--- src/rtl/bcd_scan_display_if.sv ---
// Bundles the conversion request/response signals and the display bus of
// bcd_scan_display. The master drives the binary value and load strobe; the
// slave (the display block) returns status, committed digits and the
// multiplexed segment/anode lines.
interface bcd_scan_display_if #(
    parameter int N_IN  = 14,
    parameter int N_DIG = 4
);
    logic [N_IN-1:0]    bin_in;
    logic               load;
    logic               busy;
    logic               done;
    logic               ovf;
    logic [4*N_DIG-1:0] bcd_out;
    logic [0:6]         seg;
    logic [N_DIG-1:0]   an;

    modport master (
        output bin_in, load,
        input  busy, done, ovf, bcd_out, seg, an
    );

    modport slave (
        input  bin_in, load,
        output busy, done, ovf, bcd_out, seg, an
    );
endinterface

--- src/rtl/bcd_scan_display.sv ---
// Sequential binary-to-BCD converter (double-dabble, one bit per clock)
// driving N_DIG common-anode 7-segment displays over one shared,
// time-multiplexed segment bus. Digits are committed only at the end of a
// conversion, so the display never shows a partial result.
// Optional feature: define LEADING_ZERO_BLANK_EN to blank zero digits above
// the highest non-zero digit (units and overflow dashes are never blanked).
module bcd_scan_display #(
    parameter int N_IN     = 14,
    parameter int N_DIG    = 4,
    parameter int SCAN_DIV = 50000
) (
    input  logic              clk,
    input  logic              rst,
    bcd_scan_display_if.slave bus
);
    localparam int SW = 4*N_DIG + 4;
    localparam int CW = $clog2(N_IN + 1);
    localparam int DW = $clog2(SCAN_DIV);
    localparam int IW = (N_DIG > 1) ? $clog2(N_DIG) : 1;
    localparam logic [32:0] OVF_LIMIT = 33'(10**N_DIG);

    typedef enum logic [1:0] {IDLE, SHIFT, COMMIT} state_t;

    state_t             state_q, state_d;
    logic [N_IN-1:0]    shift_q, shift_d;
    logic [SW-1:0]      scratch_q, scratch_d;
    logic [SW-1:0]      adj;
    logic [CW-1:0]      cnt_q, cnt_d;
    logic               ovf_pend_q, ovf_pend_d;
    logic               busy_q, busy_d;
    logic               done_q, done_d;
    logic               ovf_q, ovf_d;
    logic [4*N_DIG-1:0] bcd_q, bcd_d;

    logic [DW-1:0]      div_q, div_d;
    logic [IW-1:0]      idx_q, idx_d;
    logic [0:6]         seg_q, seg_d;
    logic [N_DIG-1:0]   an_q, an_d;
    logic [3:0]         nibble;
    logic               lead_zero;

    // Active-low segment pattern for one BCD nibble; 10-15 are blank.
    function automatic logic [0:6] seg_decode(input logic [3:0] n);
        case (n)
            4'd0:    return 7'b0000001;
            4'd1:    return 7'b1001111;
            4'd2:    return 7'b0010010;
            4'd3:    return 7'b0000110;
            4'd4:    return 7'b1001100;
            4'd5:    return 7'b0100100;
            4'd6:    return 7'b0100000;
            4'd7:    return 7'b0001111;
            4'd8:    return 7'b0000000;
            4'd9:    return 7'b0000100;
            default: return 7'b1111111;
        endcase
    endfunction

    // Conversion FSM: latch on load, N_IN add-3/shift steps, then commit.
    always_comb begin
        state_d    = state_q;
        shift_d    = shift_q;
        scratch_d  = scratch_q;
        cnt_d      = cnt_q;
        ovf_pend_d = ovf_pend_q;
        busy_d     = busy_q;
        done_d     = 1'b0;
        ovf_d      = ovf_q;
        bcd_d      = bcd_q;
        adj        = scratch_q;
        for (int i = 0; i < N_DIG + 1; i++) begin
            if (adj[4*i +: 4] >= 4'd5) begin
                adj[4*i +: 4] = adj[4*i +: 4] + 4'd3;
            end
        end
        case (state_q)
            IDLE: begin
                if (bus.load) begin
                    shift_d    = bus.bin_in;
                    scratch_d  = '0;
                    cnt_d      = '0;
                    ovf_pend_d = (33'(bus.bin_in) >= OVF_LIMIT);
                    busy_d     = 1'b1;
                    state_d    = SHIFT;
                end
            end
            SHIFT: begin
                {scratch_d, shift_d} = {adj, shift_q} << 1;
                cnt_d = cnt_q + CW'(1);
                if (cnt_q == CW'(N_IN - 1)) begin
                    state_d = COMMIT;
                end
            end
            COMMIT: begin
                bcd_d   = scratch_q[4*N_DIG-1:0];
                ovf_d   = ovf_pend_q;
                done_d  = 1'b1;
                busy_d  = 1'b0;
                state_d = IDLE;
            end
            default: state_d = IDLE;
        endcase
    end

    // Conversion state and committed result registers.
    always_ff @(posedge clk or posedge rst) begin
        if (rst) begin
            state_q    <= IDLE;
            shift_q    <= '0;
            scratch_q  <= '0;
            cnt_q      <= '0;
            ovf_pend_q <= 1'b0;
            busy_q     <= 1'b0;
            done_q     <= 1'b0;
            ovf_q      <= 1'b0;
            bcd_q      <= '0;
        end else begin
            state_q    <= state_d;
            shift_q    <= shift_d;
            scratch_q  <= scratch_d;
            cnt_q      <= cnt_d;
            ovf_pend_q <= ovf_pend_d;
            busy_q     <= busy_d;
            done_q     <= done_d;
            ovf_q      <= ovf_d;
            bcd_q      <= bcd_d;
        end
    end

    // Scan divider: on each wrap light digit idx and decode its nibble together.
    always_comb begin
        div_d  = div_q + DW'(1);
        idx_d  = idx_q;
        seg_d  = seg_q;
        an_d   = an_q;
        nibble = bcd_q[4*int'(idx_q) +: 4];
`ifdef LEADING_ZERO_BLANK_EN
        lead_zero = (idx_q != '0) && ((bcd_q >> (4*int'(idx_q))) == '0);
`else
        lead_zero = 1'b0;
`endif
        if (div_q == DW'(SCAN_DIV - 1)) begin
            div_d = '0;
            idx_d = (idx_q == IW'(N_DIG - 1)) ? '0 : idx_q + IW'(1);
            an_d  = ~(N_DIG'(1) << idx_q);
            if (ovf_q) begin
                seg_d = 7'b1111110;
            end else if (lead_zero) begin
                seg_d = 7'b1111111;
            end else begin
                seg_d = seg_decode(nibble);
            end
        end
    end

    // Scan registers; seg and an update on the same edge.
    always_ff @(posedge clk or posedge rst) begin
        if (rst) begin
            div_q <= '0;
            idx_q <= '0;
            seg_q <= 7'b1111111;
            an_q  <= '1;
        end else begin
            div_q <= div_d;
            idx_q <= idx_d;
            seg_q <= seg_d;
            an_q  <= an_d;
        end
    end

    assign bus.busy    = busy_q;
    assign bus.done    = done_q;
    assign bus.ovf     = ovf_q;
    assign bus.bcd_out = bcd_q;
    assign bus.seg     = seg_q;
    assign bus.an      = an_q;
endmodule
--- src/flat_wrapper.sv ---
// flat-port wrapper written by rule: the top's interface ports become plain ports
module bcd_scan_display_flat 
#(
    parameter int N_IN     = 14,
    parameter int N_DIG    = 4,
    parameter int SCAN_DIV = 50000
)
  (clk, rst, bus_bin_in, bus_load, bus_busy, bus_done, bus_ovf, bus_bcd_out, bus_seg, bus_an);
  bcd_scan_display_if #(.N_IN(N_IN), .N_DIG(N_DIG)) bus_i ();
  input  logic clk;
  input  logic rst;
  input wire logic [$bits(bus_i.bin_in)-1:0] bus_bin_in;
  input wire logic [$bits(bus_i.load)-1:0] bus_load;
  output wire logic [$bits(bus_i.busy)-1:0] bus_busy;
  output wire logic [$bits(bus_i.done)-1:0] bus_done;
  output wire logic [$bits(bus_i.ovf)-1:0] bus_ovf;
  output wire logic [$bits(bus_i.bcd_out)-1:0] bus_bcd_out;
  output wire logic [$bits(bus_i.seg)-1:0] bus_seg;
  output wire logic [$bits(bus_i.an)-1:0] bus_an;
  assign bus_i.bin_in = bus_bin_in;
  assign bus_i.load = bus_load;
  assign bus_busy = bus_i.busy;
  assign bus_done = bus_i.done;
  assign bus_ovf = bus_i.ovf;
  assign bus_bcd_out = bus_i.bcd_out;
  assign bus_seg = bus_i.seg;
  assign bus_an = bus_i.an;
  bcd_scan_display #(.N_IN(N_IN), .N_DIG(N_DIG), .SCAN_DIV(SCAN_DIV)) u_core (.clk(clk), .rst(rst), .bus(bus_i));
endmodule
--- config.mk ---
export PLATFORM = sky130hd
export DESIGN_NAME = bcd_scan_display_flat
export DESIGN_NICKNAME = d
export VERILOG_FILES = /design/src/rtl/bcd_scan_display_if.sv /design/src/rtl/bcd_scan_display.sv /design/src/flat_wrapper.sv
export SDC_FILE = /design/constraint.sdc
export NUM_CORES = 1
export LEC_CHECK = 0
export CAP_MARGIN = 25
export CORE_ASPECT_RATIO = 0.75
export CORE_MARGIN = 10
export CORE_UTILIZATION = 40
export CTS_CLUSTER_SIZE = 30
export DETAILED_ROUTE_END_ITERATION = 10
export PLACE_DENSITY = 0.68
export SETUP_SLACK_MARGIN = 0.1
export SLEW_MARGIN = 5
export SYNTH_ARGS = -nofsm -noshare
export SYNTH_HDL_FRONTEND = slang
export SYNTH_SLANG_ARGS = --single-unit
export TNS_END_PERCENT = 50
--- constraint.sdc ---
create_clock -name clk -period 4.1 [get_ports clk]
set_input_delay 1.23 -clock clk [delete_from_list [all_inputs] [get_ports clk]]
set_output_delay 1.23 -clock clk [all_outputs]
set_load 0.01 [all_outputs]
Word level (Yosys, flattened, before mapping)
Memory sizes are Yosys's and may differ from the RTL's.
Cells that the tools add are included.
{"block": "totals", "ramBits": 0, "wordCells": 65, "in_bits": 17, "latch_bits": 0, "memories": 1, "reg_bits": 89, "rom_bits": 112}
{"memory": "(no name shown)", "depth": 16, "width": 7, "rd": 1, "rd_ports_with_merged_regs": 0, "write_ports": 0, "line": "bcd_scan_display.sv:44", "source": "case (n)"}
{"block": "classes", "n_shift": 2, "n_reduce_logical": 7, "div_mod_pow": 0, "n_eq_ne": 7, "addsub": 8, "n_bitwise": 1, "muxes": 20, "multipliers": 0, "order_cmp": 6}
{"cell": "$pmux W20 S2", "count": 1}
{"cell": "$pmux W14 S2", "count": 1}
{"cell": "$ge A4 B3 Y1 const B", "count": 5}
{"cell": "$mux W20", "count": 1}
{"cell": "$mux W4", "count": 5}
{"cell": "$add A16 B1 Y16 const B", "count": 1}
{"cell": "$add A4 B2 Y4 const B", "count": 4}
{"cell": "$eq A16 B16 Y1 const B", "count": 1}
{"cell": "$mux W16", "count": 1}
{"cell": "$shiftx A16 B5 Y4", "count": 1}
{"cell": "$ge A14 B14 Y1 const B", "count": 1}
{"cell": "$mux W14", "count": 1}
{"cell": "$pmux W4 S2", "count": 1}
{"cell": "$reduce_and A2 Y1", "count": 4}
{"cell": "$mux W7", "count": 1}
{"cell": "$mux W2", "count": 3}
{"cell": "$add A4 B1 Y4 const B", "count": 1}
{"cell": "$eq A2 B2 Y1 const B", "count": 2}
{"cell": "$eq A4 B4 Y1 const B", "count": 1}
{"cell": "$not A4 Y4", "count": 1}
{"cell": "$pmux W2 S2", "count": 1}
{"cell": "$reduce_bool A2 Y1", "count": 2}
{"cell": "$shl A1 B2 Y4 const A", "count": 1}
{"cell": "$add A3 B2 Y3 const B", "count": 1}
{"cell": "8 further kinds", "count": 9}

Logic depth before layout (Yosys ltp)
Gate-level depths: netlist of the first run.
{"block": "depth", "ltp_word": 3, "mapped_depth": 8}

Worst setup path after synthesis of the first run
OpenSTA, ideal clock, no wires.
{"block": "synth_timing", "kind": "input-to-reg", "start": "input bus_load", "end": "register u_core.scratch_q[11]", "setup_slack_ns": 1.761, "arrival_time_ns": 2.218, "n_path_buf": 1, "cell_stages": 5, "cell_sequence": "or3b_2 -> clkbuf_1 -> nand2_1 -> o31ai_1 -> a32o_1"}
{"block": "synth_via", "elab_chain_cells": 2}
{"element": "start, declared", "line": "flat_wrapper.sv:13", "source": "input wire logic [$bits(bus_i.load)-1:0] bus_load;"}
{"element": "$ne A2 B2 Y1 (no line)"}
{"element": "$reduce_and A2 Y1 (no line)"}
{"element": "end signal, assigned", "line": "bcd_scan_display.sv:120", "source": "scratch_q <= scratch_d;"}
{"element": "end, declared", "line": "bcd_scan_display.sv:26", "source": "logic [SW-1:0] scratch_q, scratch_d;"}
No other way between the ends.
A chain may end at the register's enable or synchronous reset.

Worst setup path after layout of the first run
{"block": "layout_timing", "start": "input bus_load", "end": "register u_core.scratch_q[7]"}
Same word-level chain as after synthesis.

==> results of run 1 <==
==> kinds of logic (layout without fill, tap and decap cells) <==
kind of cell,count (synthesis),in the layout
XOR/XNOR,20,20
buffers and inverters,40,85
AND/OR/NAND/NOR,125,125
flip-flops,85,85
AO/OA/AOI/OAI,70,70
adder cells (fa/ha/maj),22,22
multiplexers,27,27
==> area by class of cell <==
class	count	area, um2
Sequential cell	85	2140
Multi-Input combinational cell	264	1870
Timing Repair Buffer	50	503
Clock buffer	10	229
Fill cell	907	5130
Tap cell	136	170
Inverter	19	72.6
Clock inverter	6	135
==> worst max-delay path, cell delays in order <==
cell	delay (ps)
clkdlybuf4s50_1	500
or3b_2	470
nand2_1	460
o31ai_1	170
a32o_1	240
==> power groups by stage <==
stage | Combinational, uW | Sequential [uW] | Clock [uW]
after floorplan | 717 | 1250 | 0
after global placement | 978 | 1300 | 0
after detailed placement | 1010 | 1300 | 0
after CTS | 1020 | 1290 | 998
after global routing | 1140 | 1320 | 1040
final | 1020 | 1290 | 979
==> metal layers <==
metal / part of all wire (%) / global-route usage (%)
met5: 0 / 0
met2: 45 / 19.2
met1: 50 / 16.3
met3: 3.7 / 3.46
met4: 0.75 / 3.00
==> cell usage after synthesis (all sizes together), types with 2 or more instances <==
| library cell | count | area share, % |
|---|---|---|
| nor3b | 3 | 0.54 |
| o21a | 3 | 0.54 |
| inv | 19 | 1.7 |
| mux2i | 2 | 0.48 |
| nor4bb | 2 | 0.48 |
| and4 | 3 | 0.63 |
| or4 | 2 | 0.36 |
| nor4b | 2 | 0.42 |
| clkbuf | 10 | 0.90 |
| dfrtp | 74 | 44 |
| mux4 | 4 | 2.3 |
| o21ai | 23 | 2.8 |
| a21oi | 14 | 1.7 |
| nand2 | 22 | 2.0 |
| dfstp | 11 | 6.9 |
| nand4 | 5 | 0.75 |
| o22ai | 12 | 1.8 |
| xor2 | 8 | 1.7 |
| buf | 11 | 1.6 |
| o31ai | 8 | 1.4 |
| o311ai | 2 | 0.42 |
| nand3 | 24 | 2.9 |
| mux2 | 21 | 5.7 |
| a32o | 4 | 0.96 |
| nor2 | 45 | 4.1 |
| xnor2 | 12 | 2.5 |
| nor2b | 3 | 0.63 |
| ha | 22 | 6.6 |
| nand2b | 5 | 0.75 |
==> per-stage QoR <==
| stage | std cells | power [uW] | worst slack (ps) | cell area, um2 | hold slack [ps] |
|---|---|---|---|---|---|
| 3_3_place_gp | 554 | 2270 | 980 | 4750 | 453 |
| 6_report | 570 | 3290 | 1250 | 5120 | 478 |
| 3_5_place_dp | 554 | 2310 | 952 | 4750 | 456 |
| 2_1_floorplan | 389 | 1970 | 695 | 4190 | 433 |
| 4_1_cts | 570 | 3310 | 1240 | 5120 | 481 |
| 5_1_grt | 570 | 3500 | 1140 | 5120 | 492 |
==> worst max-delay path by stage <==
stage	startpoint	end	slack, ps	cells after the start
after floorplan	rst	u_core.bus.bcd_out[0]$_DFFE_PP0P_	690	1
after global placement	bus_load	u_core.scratch_q[15]$_DFFE_PP0P_	980	5
after detailed placement	bus_load	u_core.scratch_q[3]$_DFFE_PP0P_	950	5
after CTS	bus_load	u_core.scratch_q[7]$_DFFE_PP0P_	1240	5
after global routing	bus_load	u_core.scratch_q[7]$_DFFE_PP0P_	1140	5
final	bus_load	u_core.scratch_q[7]$_DFFE_PP0P_	1250	5
==> registers in the layout, indices dropped and copies added, names as in the netlist <==
name,flops
u_core.bus.an,4
u_core.bus.bcd_out,16
u_core.bus.busy,1
u_core.bus.done,1
u_core.bus.ovf,1
u_core.bus.seg,7
u_core.cnt_q,4
u_core.div_q,16
u_core.idx_q,2
u_core.ovf_pend_q,1
u_core.scratch_q,16
u_core.shift_q,14
u_core.state_q,2
==> impl_metrics.yaml, run 1 <==
clock_tree:
  cts_tree: "done"
  clk_latency_ps: 330
  h-tree-depth: 3
  cts_root_buf: "clkbuf_16"
  cts.sinks: 85
  postCtsSetupRepairBufs: 0
  postCtsResizedCells: 0
  path_clk_slew_ps: 60
  cts_buffers: 9
  cts_buffer_depth: 2
  cts_hold_buf: 0
synth:
  synth-main-ff-cell: "dfrtp_1"
  synth_seq_area_share_pct: 51.2
  syn_area_um2: 4190
  yosysWarnings: 0
  syn_area_per_cell_um2: 10.8
  synth_xor_area_share_pct: 4.19
  yosys-mux-area-fraction_pct: 8.46
  synth_edf_count: 0
  yosys.area_share.adder_pct: 6.58
  netlist_instances: 389
  synth_fp_nets: 428
  synthSimpleGateAreaFrac_pct: 14.9
  ys_seq_elements: 85
  yosysUniqueCellTypes: 49
  synthArstFlopShare_pct: 100
  synth_top_family_by_area: "simple AND/OR/NAND/NOR gates"
  synth_compound_area_share_pct: 10.5
sta:
  finalCritPeriodShare_pct: 69.6
  setup_viol: 0
  final-max-slew-violation-count: 0
  clock_skew_ps: 5.31
  fmax_mhz: 350
  worst_slew_margin_rel_pct: 47.7
  worst_pin_slew_ps: 784
  timing.final.crit_period_ps: 2850
  finalHoldViolations: 0
  setup_tns_ps: 0
  rsz0062_at_grt: "no"
power:
  p_leak_uw: 0.00219
  power_frac_clock_pct: 29.8
  p_sw_share_pct: 32.1
  powerDensity_nw_per_um2: 642
  p_int_uw: 2230
  pwr-share-comb_pct: 30.9
  irDropWorstVdd_mv: 0.257
  seq_power_share_pct: 39.3
  power.switching_uw: 1060
worst_setup_path:
  r2r_start: "u_core.div_q[7]$_DFF_PP0_"
  crit_arrival_ps: 3070
  critPathRequiredTime_ps: 4310
  critPathKind: "in -> reg"
  timing.rr.end: "u_core.idx_q[0]$_DFFE_PP0N_"
  cp-start-kind: "primary input"
  r2r_slack_ps: 1780
  cp_max_fo: 17
  worstRegToRegCells: 4
  endpoint_kind: "register"
routing:
  via_per_inst: 5.22
  wl_per_cell_um: 15.9
  vias: 2976
  ant_nets: 0
  drc: 0
  first_pass_iters: 5
  wl_um: 9060
  initialDrtViolationCount: 163
floorplan:
  start_util_pct: 40.8
  core_area_um2: 10200
  io_pins: 47
  die_x_um: 138
  die-area_um2: 15000
  std_cell_rows: 32
  die_h_um: 109
layout:
  fin_util_pct: 49.9
  final_common_cell: "dfrtp_1"
  synthToLayoutAreaGrowth_pct: 22.3
  layout.nets: 468
  antennaDiodeCount: 0
  drive_above_1_share_pct: 13.6
  final_cell_mix: "dfrtp_1 (74), clkdlybuf4s50_1 (46), nor2_1 (44)"
grt:
  antenna_found_initial: 0
  grt_pass1_wl_um: 15300
  first_global_vias: 2973
  grt_max_degree: 86
  grt_usage_pct: 12.2
  gr-total-overflow: 0
placement:
  gp_congestion: 0.789
  portBuffers: 46
  dp_hpwl_um: 6120
status:
  outcome: "completed"
run:
  drv_cap: 0
min_path:
  hold_path_end: "u_core.bus.an[2]$_DFFE_PP1N_"
  worst_hold_path.num_cells: 2
  min_path_type: "reg -> reg"
  worstHoldStart: "u_core.bus.an[2]$_DFFE_PP1N_"
Power figures use the tool's default switching activity.
==> run 2: changes to the inputs <==
Settings changed: PLACE_DENSITY 0.68 to 0.7.
Clock period 4.1 ns to 2.4 ns, I/O delays scaled along.
==> impl_metrics.yaml, run 2 (synthesis gave the netlist of run 1 again) <==
status:
  outcome: "completed"
worst_setup_path:
  critPathTopFamily: "buffers and inverters"
  critPathKind: "reg -> out"
  path_depth: 1
  cp-start-kind: "register"
  endpoint_kind: "primary output"
  crit_chain: "clkdlybuf4s50_1"
  crit_path_max_incr_delay_ps: 550
  r2r_slack_ps: 270
  crit_path_end: "bus_seg[0]"
  cp_slowest_cell: "clkdlybuf4s50_1"
  critPathRequiredTime_ps: 1680
  crit_start: "u_core.bus.seg[6]$_DFFE_PP1N_"
  crit_arrival_ps: 1430
  r2r_start: "u_core.idx_q[0]$_DFFE_PP0N_"
  timing.rr.end: "u_core.bus.seg[3]$_DFFE_PP1N_"
  worstRegToRegCells: 7
  cp.buffers_inverters: 1
  cp_max_fo: 2
layout:
  layout.nets: 475
  synthToLayoutAreaGrowth_pct: 23.3
  antennaDiodeCount: 0
  final_cell_mix: "dfrtp_1 (74), clkdlybuf4s50_1 (46), nor2_1 (44)"
  final_common_cell: "dfrtp_1"
  drive_above_1_share_pct: 15.2
  finalInstanceArea_um2: 5160
  nFillCells: 922
sta:
  fmax_mhz: 465
  worst_slew_margin_rel_pct: 59.0
  finalHoldViolations: 0
  timing.final.crit_period_ps: 2150
  rsz0062_at_grt: "no"
  setup_viol: 0
  clock_skew_ps: 6.78
  worst_pin_slew_ps: 613
  finalCritPeriodShare_pct: 89.6
  final-max-slew-violation-count: 0
  setup_tns_ps: 0
min_path:
  worstHoldStart: "u_core.bus.an[2]$_DFFE_PP1N_"
  min_path_type: "reg -> reg"
clock_tree:
  cts_hold_buf: 0
  cts_root_buf: "clkbuf_16"
  cts_buffers: 9
  postCtsResizedCells: 0
  cts_tree: "done"
  path_clk_slew_ps: 70
  clk_latency_ps: 340
  cts_buffer_depth: 2
  cts.sinks: 85
  h-tree-depth: 3
  postCtsSetupRepairBufs: 0
placement:
  portBuffers: 46
  gp_congestion: 0.769
  dp_hpwl_um: 6430
  place_area_um2: 4810
power:
  p_leak_uw: 0.00222
  power_uw: 5560
  powerDensity_nw_per_um2: 1080
  irDropWorstVdd_mv: 0.601
run:
  drv_cap: 0
floorplan:
  io_pins: 47
  std_cell_rows: 32
  die-area_um2: 15000
  die_h_um: 109
  core_area_um2: 10200
  start_util_pct: 40.8
  die_x_um: 138
routing:
  ant_nets: 0
  first_pass_iters: 4
  wl_per_cell_um: 15.8
  via_per_inst: 5.17
  drc: 0
  vias: 2985
  wl_um: 9140
  initialDrtViolationCount: 217
grt:
  first_global_vias: 2936
  grt_usage_pct: 12.4
  gr-total-overflow: 0
  antenna_found_initial: 0
  grt_pass1_wl_um: 15300
  grt_max_degree: 86
## run 2: cell types whose count changed in the layout (fill, tap and decap cells not counted)
cell       before  now
buf_4           3   10
clkinv_4        0    3
bufinv_16       4    3
clkbuf_1        1    0
clkinv_2        1    0
## run 2: metrics by stage
stage / utilization, % / instances / hold WS, ps / setup slack [ps]
after global routing: 50.3 / 577 / 495 / 132
after detailed placement: 46.9 / 561 / 473 / 54.3
final: 50.3 / 577 / 479 / 249
after global placement: 46.9 / 561 / 454 / 91.6
after CTS: 50.3 / 577 / 482 / 226
after floorplan: - / 389 / 433 / 409
## run 2: cell type report
| cell class | count | area [um2] | area share [%] |
|---|---|---|---|
| Sequential cell | 85 | 2140 | 41.5 |
| Clock inverter | 7 | 124 | 2.40 |
| Multi-Input combinational cell | 264 | 1870 | 36.2 |
| Timing Repair Buffer | 57 | 556 | 10.8 |
| Clock buffer | 9 | 225 | 4.37 |
| Tap cell | 136 | 170 | 3.30 |
| Inverter | 19 | 75.1 | 1.46 |
## run 2: how the worst min path moves through the flow
stage,to,slack [ps],cells after the start
finish,u_core.bus.an[2]$_DFFE_PP1N_,480,2
global route,u_core.bus.an[2]$_DFFE_PP1N_,490,2
CTS,u_core.bus.an[2]$_DFFE_PP1N_,480,2
detailed placement,u_core.bus.an[2]$_DFFE_PP1N_,470,2
global placement,u_core.ovf_pend_q$_DFFE_PP0P_,450,2
floorplan,u_core.ovf_pend_q$_DFFE_PP0P_,430,2
## run 2: per-layer routing
| metal | global-route usage, % | wire length [um] | vias up |
|---|---|---|---|
| li1 | - | - | 1463 |
| met5 | 0 | 0 | - |
| met4 | 4.20 | 112 | 0 |
| met1 | 17.0 | 4430 | 1449 |
| met2 | 18.2 | 4020 | 62 |
| met3 | 3.99 | 567 | 11 |
## run 2: where the power goes
part	internal (uW)	total (uW)	switching (uW)	leakage (uW)
clock	1020	1610	585	0.000166
sequential	1830	2200	373	0.00106
combinational	877	1750	870	0.000997
==> run 3: changes to the inputs <==
Settings changed: PLACE_DENSITY 0.7 to 0.68.
==> impl_metrics.yaml, run 3 (synthesis gave the netlist of run 1 again) <==
layout:
  antennaDiodeCount: 0
  final_common_cell: "dfrtp_1"
  multi_input_area_um2: 1870
  layout.nets: 476
  synthToLayoutAreaGrowth_pct: 23.4
  final_cells: 578
  fin_util_pct: 50.4
  regArea_um2: 2140
  finalInstanceArea_um2: 5160
  nFillCells: 913
  drive_above_1_share_pct: 15.4
  final_cell_mix: "dfrtp_1 (74), clkdlybuf4s50_1 (46), nor2_1 (44)"
routing:
  via_per_inst: 5.21
  wl_um: 9100
  drc: 0
  first_pass_iters: 4
  initialDrtViolationCount: 222
  vias: 3010
  ant_nets: 0
  wl_per_cell_um: 15.7
grt:
  grt_max_degree: 37
  grt_pass1_wl_um: 15600
  grt_usage_pct: 12.4
  gr-total-overflow: 0
  antenna_found_initial: 0
  first_global_vias: 3012
placement:
  dp_hpwl_um: 6570
  place_area_um2: 4840
  place_inst: 562
  gp_congestion: 0.804
  portBuffers: 46
worst_setup_path:
  crit_path_max_incr_delay_ps: 590
  cp-start-kind: "register"
  endpoint_kind: "primary output"
  cp.buffers_inverters: 1
  critPathTopFamily: "buffers and inverters"
  crit_arrival_ps: 1410
  cp_slowest_cell: "clkdlybuf4s50_1"
  crit_chain: "clkdlybuf4s50_1"
  cp_max_fo: 5
  critPathKind: "reg -> out"
  critPathRequiredTime_ps: 1680
floorplan:
  die_h_um: 109
  die_x_um: 138
  io_pins: 47
  start_util_pct: 40.8
  die-area_um2: 15000
  std_cell_rows: 32
  core_area_um2: 10200
power:
  p_leak_uw: 0.00223
  irDropWorstVdd_mv: 0.499
  powerDensity_nw_per_um2: 1060
sta:
  worst_pin_slew_ps: 627
  setup_tns_ps: 0
  timing.final.crit_period_ps: 2130
  finalHoldViolations: 0
  hold_slack_ps: 466
  worst_slew_margin_rel_pct: 58.2
  clock_skew_ps: 4.86
  rsz0062_at_grt: "no"
  setup_viol: 0
  finalCritPeriodShare_pct: 88.7
  fmax_mhz: 470
  final-max-slew-violation-count: 0
clock_tree:
  cts.sinks: 85
  path_clk_slew_ps: 70
  postCtsSetupRepairBufs: 0
  cts_tree: "done"
  cts_buffer_depth: 2
  h-tree-depth: 3
  cts_root_buf: "clkbuf_16"
  cts_buffers: 9
  cts_hold_buf: 0
  clk_latency_ps: 330
  postCtsResizedCells: 0
min_path:
  min_path_type: "reg -> reg"
status:
  outcome: "completed"
run:
  drv_cap: 0
run 3: cell types whose count changed in the layout (fill, tap and decap cells not counted):
cell,before,now
bufinv_16,3,2
inv_6,0,2
clkinv_2,0,2
buf_4,10,9
clkinvlp_4,2,1
buf_12,1,3
clkinv_4,3,1
run 3: worst paths after layout:
kind                                                     from                              end  slack [ps]  cells after the start
worst max register to register    u_core.idx_q[0]$_DFFE_PP0N_    u_core.bus.seg[3]$_DFFE_PP1N_         280                      7
worst min register to register  u_core.ovf_pend_q$_DFFE_PP0P_    u_core.ovf_pend_q$_DFFE_PP0P_         470                      2
max in group asynchronous                                 rst    u_core.bus.seg[1]$_DFFE_PP1N_        1050                      3
min in group asynchronous                                 rst  u_core.scratch_q[3]$_DFFE_PP0P_         780                      2
worst max-delay path               u_core.bus.ovf$_DFFE_PP0P_                          bus_ovf         270                      1
worst min-delay path            u_core.ovf_pend_q$_DFFE_PP0P_    u_core.ovf_pend_q$_DFFE_PP0P_         470                      2
run 3: stage by stage:
stage	worst slack (ps)	total power, uW
5_1_grt	127	5870
2_1_floorplan	409	3370
3_5_place_dp	68.3	4010
6_report	270	5480
4_1_cts	256	5530
3_3_place_gp	104	3930
run 3: area by class of cell:
class	count	area share, %
sequential	85	41.5
multi-input combinational	264	36.2
timing repair buffer	58	11.4
clock buffer	9	4.36
tap	136	3.30
clock inverter	7	1.87
inverter	19	1.45
run 3: report_power, final:
part	internal (uW)	switching, uW	leakage [uW]
registers	1830	371	0.00106
logic	898	882	0.00101
clock network	917	580	0.000160
total	3650	1830	0.00223
run 3: per-layer routing:
metal	up-vias	track usage, %	part of all wire, %
li1	1466	-	-
met1	1492	17.1	50
met2	48	19.0	45
met3	4	3.55	4.3
met4	0	2.70	0.71
met5	-	0	0
